<file path="src/rtl/fifo_thresh.sv">
// Single-clock first-word-fall-through FIFO with programmable almost-full/almost-empty
// thresholds, occupancy count, sticky overflow/underflow flags and synchronous flush.
module fifo_thresh #(
    parameter int unsigned BUSW   = 32,
    parameter int unsigned DEPTH  = 32,
    parameter int unsigned AF_LVL = DEPTH - 4,
    parameter int unsigned AE_LVL = 4,
    parameter int unsigned CW     = $clog2(DEPTH + 1)
) (
    input  logic            clk,
    input  logic            rst,
    input  logic            push,
    input  logic [BUSW-1:0] datain,
    input  logic            pull,
    output logic [BUSW-1:0] dataout,
    output logic            full,
    output logic            empty,
    output logic            almost_full,
    output logic            almost_empty,
    output logic [CW-1:0]   count,
    input  logic            flush,
    input  logic            clr_err,
    output logic            overflow,
    output logic            underflow
);

    localparam int unsigned PW = (DEPTH > 1) ? $clog2(DEPTH) : 1;

    logic [BUSW-1:0] mem [DEPTH];

    logic [PW-1:0] wr_ptr, wr_ptr_nxt;
    logic [PW-1:0] rd_ptr, rd_ptr_nxt;
    logic [CW-1:0] count_nxt;
    logic          full_nxt, empty_nxt, af_nxt, ae_nxt;
    logic          ovf_nxt, udf_nxt;
    logic          wr_en, rd_en;

    // Wrap at DEPTH-1 so non-power-of-2 depths use every slot
    function automatic logic [PW-1:0] ptr_inc(input logic [PW-1:0] p);
        return (p == PW'(DEPTH - 1)) ? '0 : p + PW'(1);
    endfunction

    // Accepts are qualified by the registered flags only
    assign wr_en = push && !full;
    assign rd_en = pull && !empty;

    assign dataout = mem[rd_ptr];

    always_comb begin
        wr_ptr_nxt = wr_ptr;
        rd_ptr_nxt = rd_ptr;
        count_nxt  = count;
        ovf_nxt    = overflow;
        udf_nxt    = underflow;

        if (flush) begin
            wr_ptr_nxt = '0;
            rd_ptr_nxt = '0;
            count_nxt  = '0;
        end else begin
            if (wr_en) wr_ptr_nxt = ptr_inc(wr_ptr);
            if (rd_en) rd_ptr_nxt = ptr_inc(rd_ptr);
            if (wr_en && !rd_en)      count_nxt = count + CW'(1);
            else if (!wr_en && rd_en) count_nxt = count - CW'(1);
        end

        // Set takes priority over clear
        if (clr_err) begin
            ovf_nxt = 1'b0;
            udf_nxt = 1'b0;
        end
        if (push && full && !flush)  ovf_nxt = 1'b1;
        if (pull && empty && !flush) udf_nxt = 1'b1;

        full_nxt  = (count_nxt == CW'(DEPTH));
        empty_nxt = (count_nxt == '0);
        af_nxt    = (count_nxt >= CW'(AF_LVL));
        ae_nxt    = (count_nxt <= CW'(AE_LVL));
    end

    always_ff @(posedge clk or posedge rst) begin
        if (rst) begin
            wr_ptr       <= '0;
            rd_ptr       <= '0;
            count        <= '0;
            full         <= 1'b0;
            empty        <= 1'b1;
            almost_full  <= (AF_LVL == 0);
            almost_empty <= 1'b1;
            overflow     <= 1'b0;
            underflow    <= 1'b0;
        end else begin
            wr_ptr       <= wr_ptr_nxt;
            rd_ptr       <= rd_ptr_nxt;
            count        <= count_nxt;
            full         <= full_nxt;
            empty        <= empty_nxt;
            almost_full  <= af_nxt;
            almost_empty <= ae_nxt;
            overflow     <= ovf_nxt;
            underflow    <= udf_nxt;
        end
    end

    // Storage has no reset; contents are meaningless until written
    always_ff @(posedge clk) begin
        if (wr_en && !flush && !rst) mem[wr_ptr] <= datain;
    end

endmodule

</file>
<file path="config.mk">
export PLATFORM = sky130hd
export DESIGN_NAME = fifo_thresh
export DESIGN_NICKNAME = d
export VERILOG_FILES = /design/src/rtl/fifo_thresh.sv
export SDC_FILE = /design/constraint.sdc
export NUM_CORES = 1
export LEC_CHECK = 0
export CAP_MARGIN = 15
export CORE_ASPECT_RATIO = 1.5
export CORE_UTILIZATION = 55
export DETAILED_ROUTE_END_ITERATION = 8
export GPL_ROUTABILITY_DRIVEN = 1
export HOLD_SLACK_MARGIN = 0.02
export PLACE_DENSITY = 0.75
export SKIP_LAST_GASP = 1
export SLEW_MARGIN = 10
export SYNTH_ARGS = -nofsm -noshare
export SYNTH_HDL_FRONTEND = slang
export SYNTH_SLANG_ARGS = --single-unit
</file>
<file path="constraint.sdc">
create_clock -name clk -period 3.9 [get_ports clk]
set_input_delay 1.17 -clock clk [delete_from_list [all_inputs] [get_ports clk]]
set_output_delay 1.17 -clock clk [all_outputs]
set_load 0.005 [all_outputs]
</file>
### Yosys cells after proc, flatten, opt, wreduce, memory -nomap -nowiden

Memory sizes are Yosys's and may differ from the RTL's.
Index checks and enable logic that the tools add are counted.

| operators by class | value |
|---|---|
| add/sub/neg operators | 4 |
| $lt $le $gt $ge | 2 |
| equality and inequality tests | 3 |
| multiplexer cells | 14 |
| reduce and logical (&&, ||, !) cells | 21 |

Operator list:

| cell | count |
|---|---|
| $mux W5 | 6 |
| $mux W6 | 3 |
| $add A5 B1 Y5 const B | 2 |
| $eq A5 B5 Y1 const B | 2 |
| $logic_and A1 B1 Y1 | 10 |
| $reduce_bool A2 Y1 | 4 |
| $add A6 B1 Y6 const B | 1 |
| $eq A6 B6 Y1 const B | 1 |
| $ge A6 B5 Y1 const B | 1 |
| $le A6 B3 Y1 const B | 1 |
| $logic_not A1 Y1 | 6 |
| $logic_not A6 Y1 | 1 |
| $sub A6 B1 Y6 const B | 1 |
| $mux W1 | 5 |

| word-level totals | value |
|---|---|
| bits in registers | 22 |
| RAM bits | 1,024 |
| output and inout bits | 44 |
| word-level logic and storage cells | 54 |
| memories | 1 |

Memory list:

| memory | words | bits a word | read ports | clocked after memory_dff | write ports | line | RTL |
|---|---|---|---|---|---|---|---|
| mem | 32 | 32 | 1 | 0 | 1 | 29 | `logic [BUSW-1:0] mem [DEPTH];` |

### Longest topological paths before layout

| logic depth | value |
|---|---|
| depth after elaboration | 8 |
| mapped depth | 8 |
| mapped depth without buffers | 7 |

### Worst setup path before layout

Ideal clock, no wire load.

| path | value |
|---|---|
| path type | in2reg |
| start | in flush |
| end | mem mem[30][0], enable pin |
| setup time | 0.421 ns |
| arrival time | 3.528 ns |
| required time | 3.479 ns |
| slack | -0.049 ns |
| stages on the path | 4 |
| buffers on the path | 1 |
| path through | clkbuf_1 -> nor4b_1 -> nand2_1 -> nor2_1 |

| between the ends | value |
|---|---|
| word-level cells in the longest chain between the ends | 5 |

Ends and longest elaborated chain:

| element | line | RTL |
|---|---|---|
| from (decl) | 21 | `input logic flush,` |
| $logic_not A1 Y1 | 107 | `if (wr_en && !flush && !rst) mem[wr_ptr] <= datain;` |
| $logic_and A1 B1 Y1 (2 in series) | 107 |  |
| $mux W1 | 107 |  |
| $mux W1 (not written as such) | 107 |  |
| to (decl) | 29 |  |

No other way between the ends.

### Worst setup path after layout

| path | value |
|---|---|
| start | reg rd_ptr[0] |
| end | out dataout[15] |

| between the ends | value |
|---|---|
| word-level cells in the longest chain between the ends | 1 |

Ends and longest elaborated chain:

| element | line | RTL |
|---|---|---|
| from (decl) | 32 | `logic [PW-1:0] rd_ptr, rd_ptr_nxt;` |
| from (signal assigned) | 94 | `rd_ptr <= rd_ptr_nxt;` |
| $mem_v2 Z32 W32 | n/a |  |
| to (decl) | 15 | `output logic [BUSW-1:0] dataout,` |

No other way between the ends.

==> flow_summary.ini <==
[global_routing]
met1_usage_pct = 36.6
busiest_layer = met2
antenna_found_initial = 1
grt_pass1_wl_um = 155000
grt_pass1_vias = 22000
met2_usage_pct = 52.3
grt_remaining_overflow = 0
grt_max_degree = 44
grt_use_total_pct = 30.1
grt_use_met3_pct = 5.03

[cts]
clk-insertion-delay-late_ns = 0.66
cts_hold_buf = 0
htreeDepth = 3
cts_buffer_depth = 3
cts_tree = done
cts_buffers = 90
cts-root-buf = clkbuf_16
cts.sinks = 1046
path_clk_slew_ns = 0.06

[worst_setup_path]
r2r_cells = 6
worstReg2RegEnd = mem[8][6]$_DFFE_PP_
worst_setup_path_end_kind = primary output
critical_path_class = reg -> out
crit_path_start = rd_ptr[0]$_DFFE_PP0P_
worst-path-max-fanout = 7
regToRegStartpoint = full$_DFF_PP0_
start_kind = register
regToRegSetupSlack_ns = 1.60
cp.required_ns = 2.73
critPathArrivalTime_ns = 2.95

[logic_synthesis]
postSynth.asyncResetShare_pct = 2.10
ys_ff_latch = 1046
synth-edff-count = 1024
yosys_most_used_dff = edfxtp_1
avgSynthCellArea_um2 = 22.4
synth_area_leaders = edfxtp_1 77%, mux4_2 14%, a22oi_1 2.4%, dfrtp_1 1.2%, a21o_1 0.60%
yosys.cell_types.count = 45
seq_area_frac_synth_pct = 78.2
synth_top_cell_by_area = edfxtp_1
synth_top_area_share_pct = 76.8
synth_area_mm2 = 0.0400
synth.top_cells.by_count = 1,024 x edfxtp_1, 256 x mux4_2, 128 x a22oi_1
synth_cells = 1788
synth.most_common_cell = edfxtp_1
syn_nets = 1835
yosysWarnings = 0

[sta]
maxSlewViolCount = 0
rsz0062_at_grt = yes
setup_ws_ns = -0.221
final.period_utilization_pct = 106
hold_viol = 0
finalSetupViolCount = 30
skew_ns = 0.0136
worstMarginPinSlew_ns = 1.22
fin_crit_ns = 4.12
slew_headroom_pct = 18.4
fmax_ghz = 0.243

[status]
outcome = complete, but fails checks
violations = negative setup slack

[routing]
first_iter_violations = 2730
wl_per_cell_um = 35.5
num_vias = 20800
wirelength_um = 108000
viasPerCell = 6.84
dr.pass1.iters = 5
ant_nets = 0
drc = 0

[die]
rows = 120
core_mm2 = 0.0718
pin_count = 82
die_w_um = 222
dieHeight_um = 332
initial_utilization_pct = 55.8
dieArea_mm2 = 0.0739

[power_and_ir_drop]
p_switching_mw = 5.21
p_per_area_mw_per_mm2 = 502
p_int_mw = 18.9
p_seq_share_pct = 51.5
comb_power_share_pct = 10.8
vdd_ir_drop_max_mv = 0.390
pwr-share-clk_pct = 37.7
static-leakage-power_nw = 15.0
switching_share_pct = 21.6

[cells_and_area]
finish.utilization_pct = 67.0
final_nets = 2099
final_area_mm2 = 0.0481
syn_to_final_growth_pct = 20.0
drive_gt1_share_pct = 36.3

[hold_path]
hold_class = reg -> reg
holdPathEnd = overflow$_DFFE_PP0P_
hold_depth = 1
hold_path_startpoint = overflow$_DFFE_PP0P_

[placement]
placed_cell_area_mm2 = 0.0434
place_congestion = 0.764
port_buffers = 81
dp_hpwl_um = 55200

[job]
maxCapViolations = 0
[power groups by stage]
stage	Clock (mW)	Combinational, mW	Sequential, mW
5_1_grt	9.55	2.73	12.4
3_3_place_gp	0	1.92	12.7
3_5_place_dp	0	1.96	12.7
6_report	9.11	2.60	12.4
4_1_cts	9.16	2.56	12.4
2_1_floorplan	0	1.21	12.7
[worst max path at each step]
stage | cells after the start | endpoint | slack (ns)
2_1_floorplan | 4 | mem[30][0]$_DFFE_PP_ | -0.05
3_3_place_gp | 7 | dataout[4] | 0.06
3_5_place_dp | 7 | dataout[3] | 0.05
4_1_cts | 9 | dataout[21] | -0.22
5_1_grt | 10 | dataout[15] | -0.30
6_report | 10 | dataout[15] | -0.22
[cells in the final DEF (no fill, tap or decap), types with 13 or more instances in the layout]
cell             count
dfrtp_1             17
a22oi_1             32
a21o_1              29
clkinv_1            20
clkbuf_1            15
a22oi_2             96
mux4_2             256
buf_4               78
buf_16              13
a21oi_1             34
nand2_1             46
nor2_1              15
buf_12              80
buf_2               13
clkbuf_16           92
edfxtp_1          1024
clkdlybuf4s50_1     49
buf_6               31
nor2_4              33
[layer usage]
layer,routed length [um],vias up,share of wire [%]
li1,-,8131,-
met1,35300,10800,33
met2,56300,1491,52
met3,10400,329,9.6
met4,6060,2,5.6
met5,8,-,0.0074
[stage by stage]
stage	hold WS, ns	setup TNS [ns]	power, mW	setup WS [ns]	cells
2_1_floorplan	0.489	-47.89	13.9	-0.0490	1788
3_3_place_gp	0.479	0	14.6	0.0552	2802
3_5_place_dp	0.493	0	14.6	0.0547	2802
4_1_cts	0.513	-4.04	24.1	-0.217	3034
5_1_grt	0.522	-5.91	24.7	-0.299	3039
6_report	0.514	-4.04	24.1	-0.221	3040
[state kept, by name (all words and copies together), names as in the netlist]
signal        flops
almost_full       1
full              1
overflow          1
mem            1024
wr_ptr            5
underflow         1
almost_empty      1
empty             1
rd_ptr            5
count             6
[cell families (layout without fill, tap and decap cells)]
logic type | count (synthesis) | after routing | share of synthesized area, %
adder cells (fa/ha/maj) | 9 | 9 | 0.281
flip-flops | 1046 | 1046 | 78.2
buffers and inverters | 111 | 447 | 1.49
multiplexers | 259 | 259 | 14.5
AND/OR/NAND/NOR | 139 | 139 | 1.61
AO/OA/AOI/OAI | 222 | 222 | 3.92
XOR/XNOR | 2 | 2 | 0.0437
other | 0 | 1 | 0
[critical path: stages, from the launching register on]
cell and delay (ns):
dfrtp_4 0.51, buf_8 0.15, buf_12 0.15, buf_12 0.15, buf_16 0.15, buf_12 0.12
mux4_2 0.42, a22oi_2 0.18, nand2_1 0.09, a21o_1 0.22, buf_6 0.14
[cell type report]
| type | instances | area (um^2) |
|---|---|---|
| Multi-Input combinational cell | 631 | 8960 |
| Tap cell | 915 | 1140 |
| Fill cell | 4269 | 23700 |
| Clock buffer | 108 | 2360 |
| Timing Repair Buffer | 274 | 3630 |
| Inverter | 9 | 33.8 |
| Clock inverter | 56 | 609 |
| Sequential cell | 1046 | 31300 |
| Antenna cell | 1 | 2.50 |
[what timing repair did]
item | in CTS | in global routing
cloned | 15 | 1
gates resized for setup | 257 | 58
setup buffers | 53 | 11
setup endpoints to repair | 32 | 32
pin swaps | 96 | 38
Note: power is estimated with default switching activity, not from simulation.
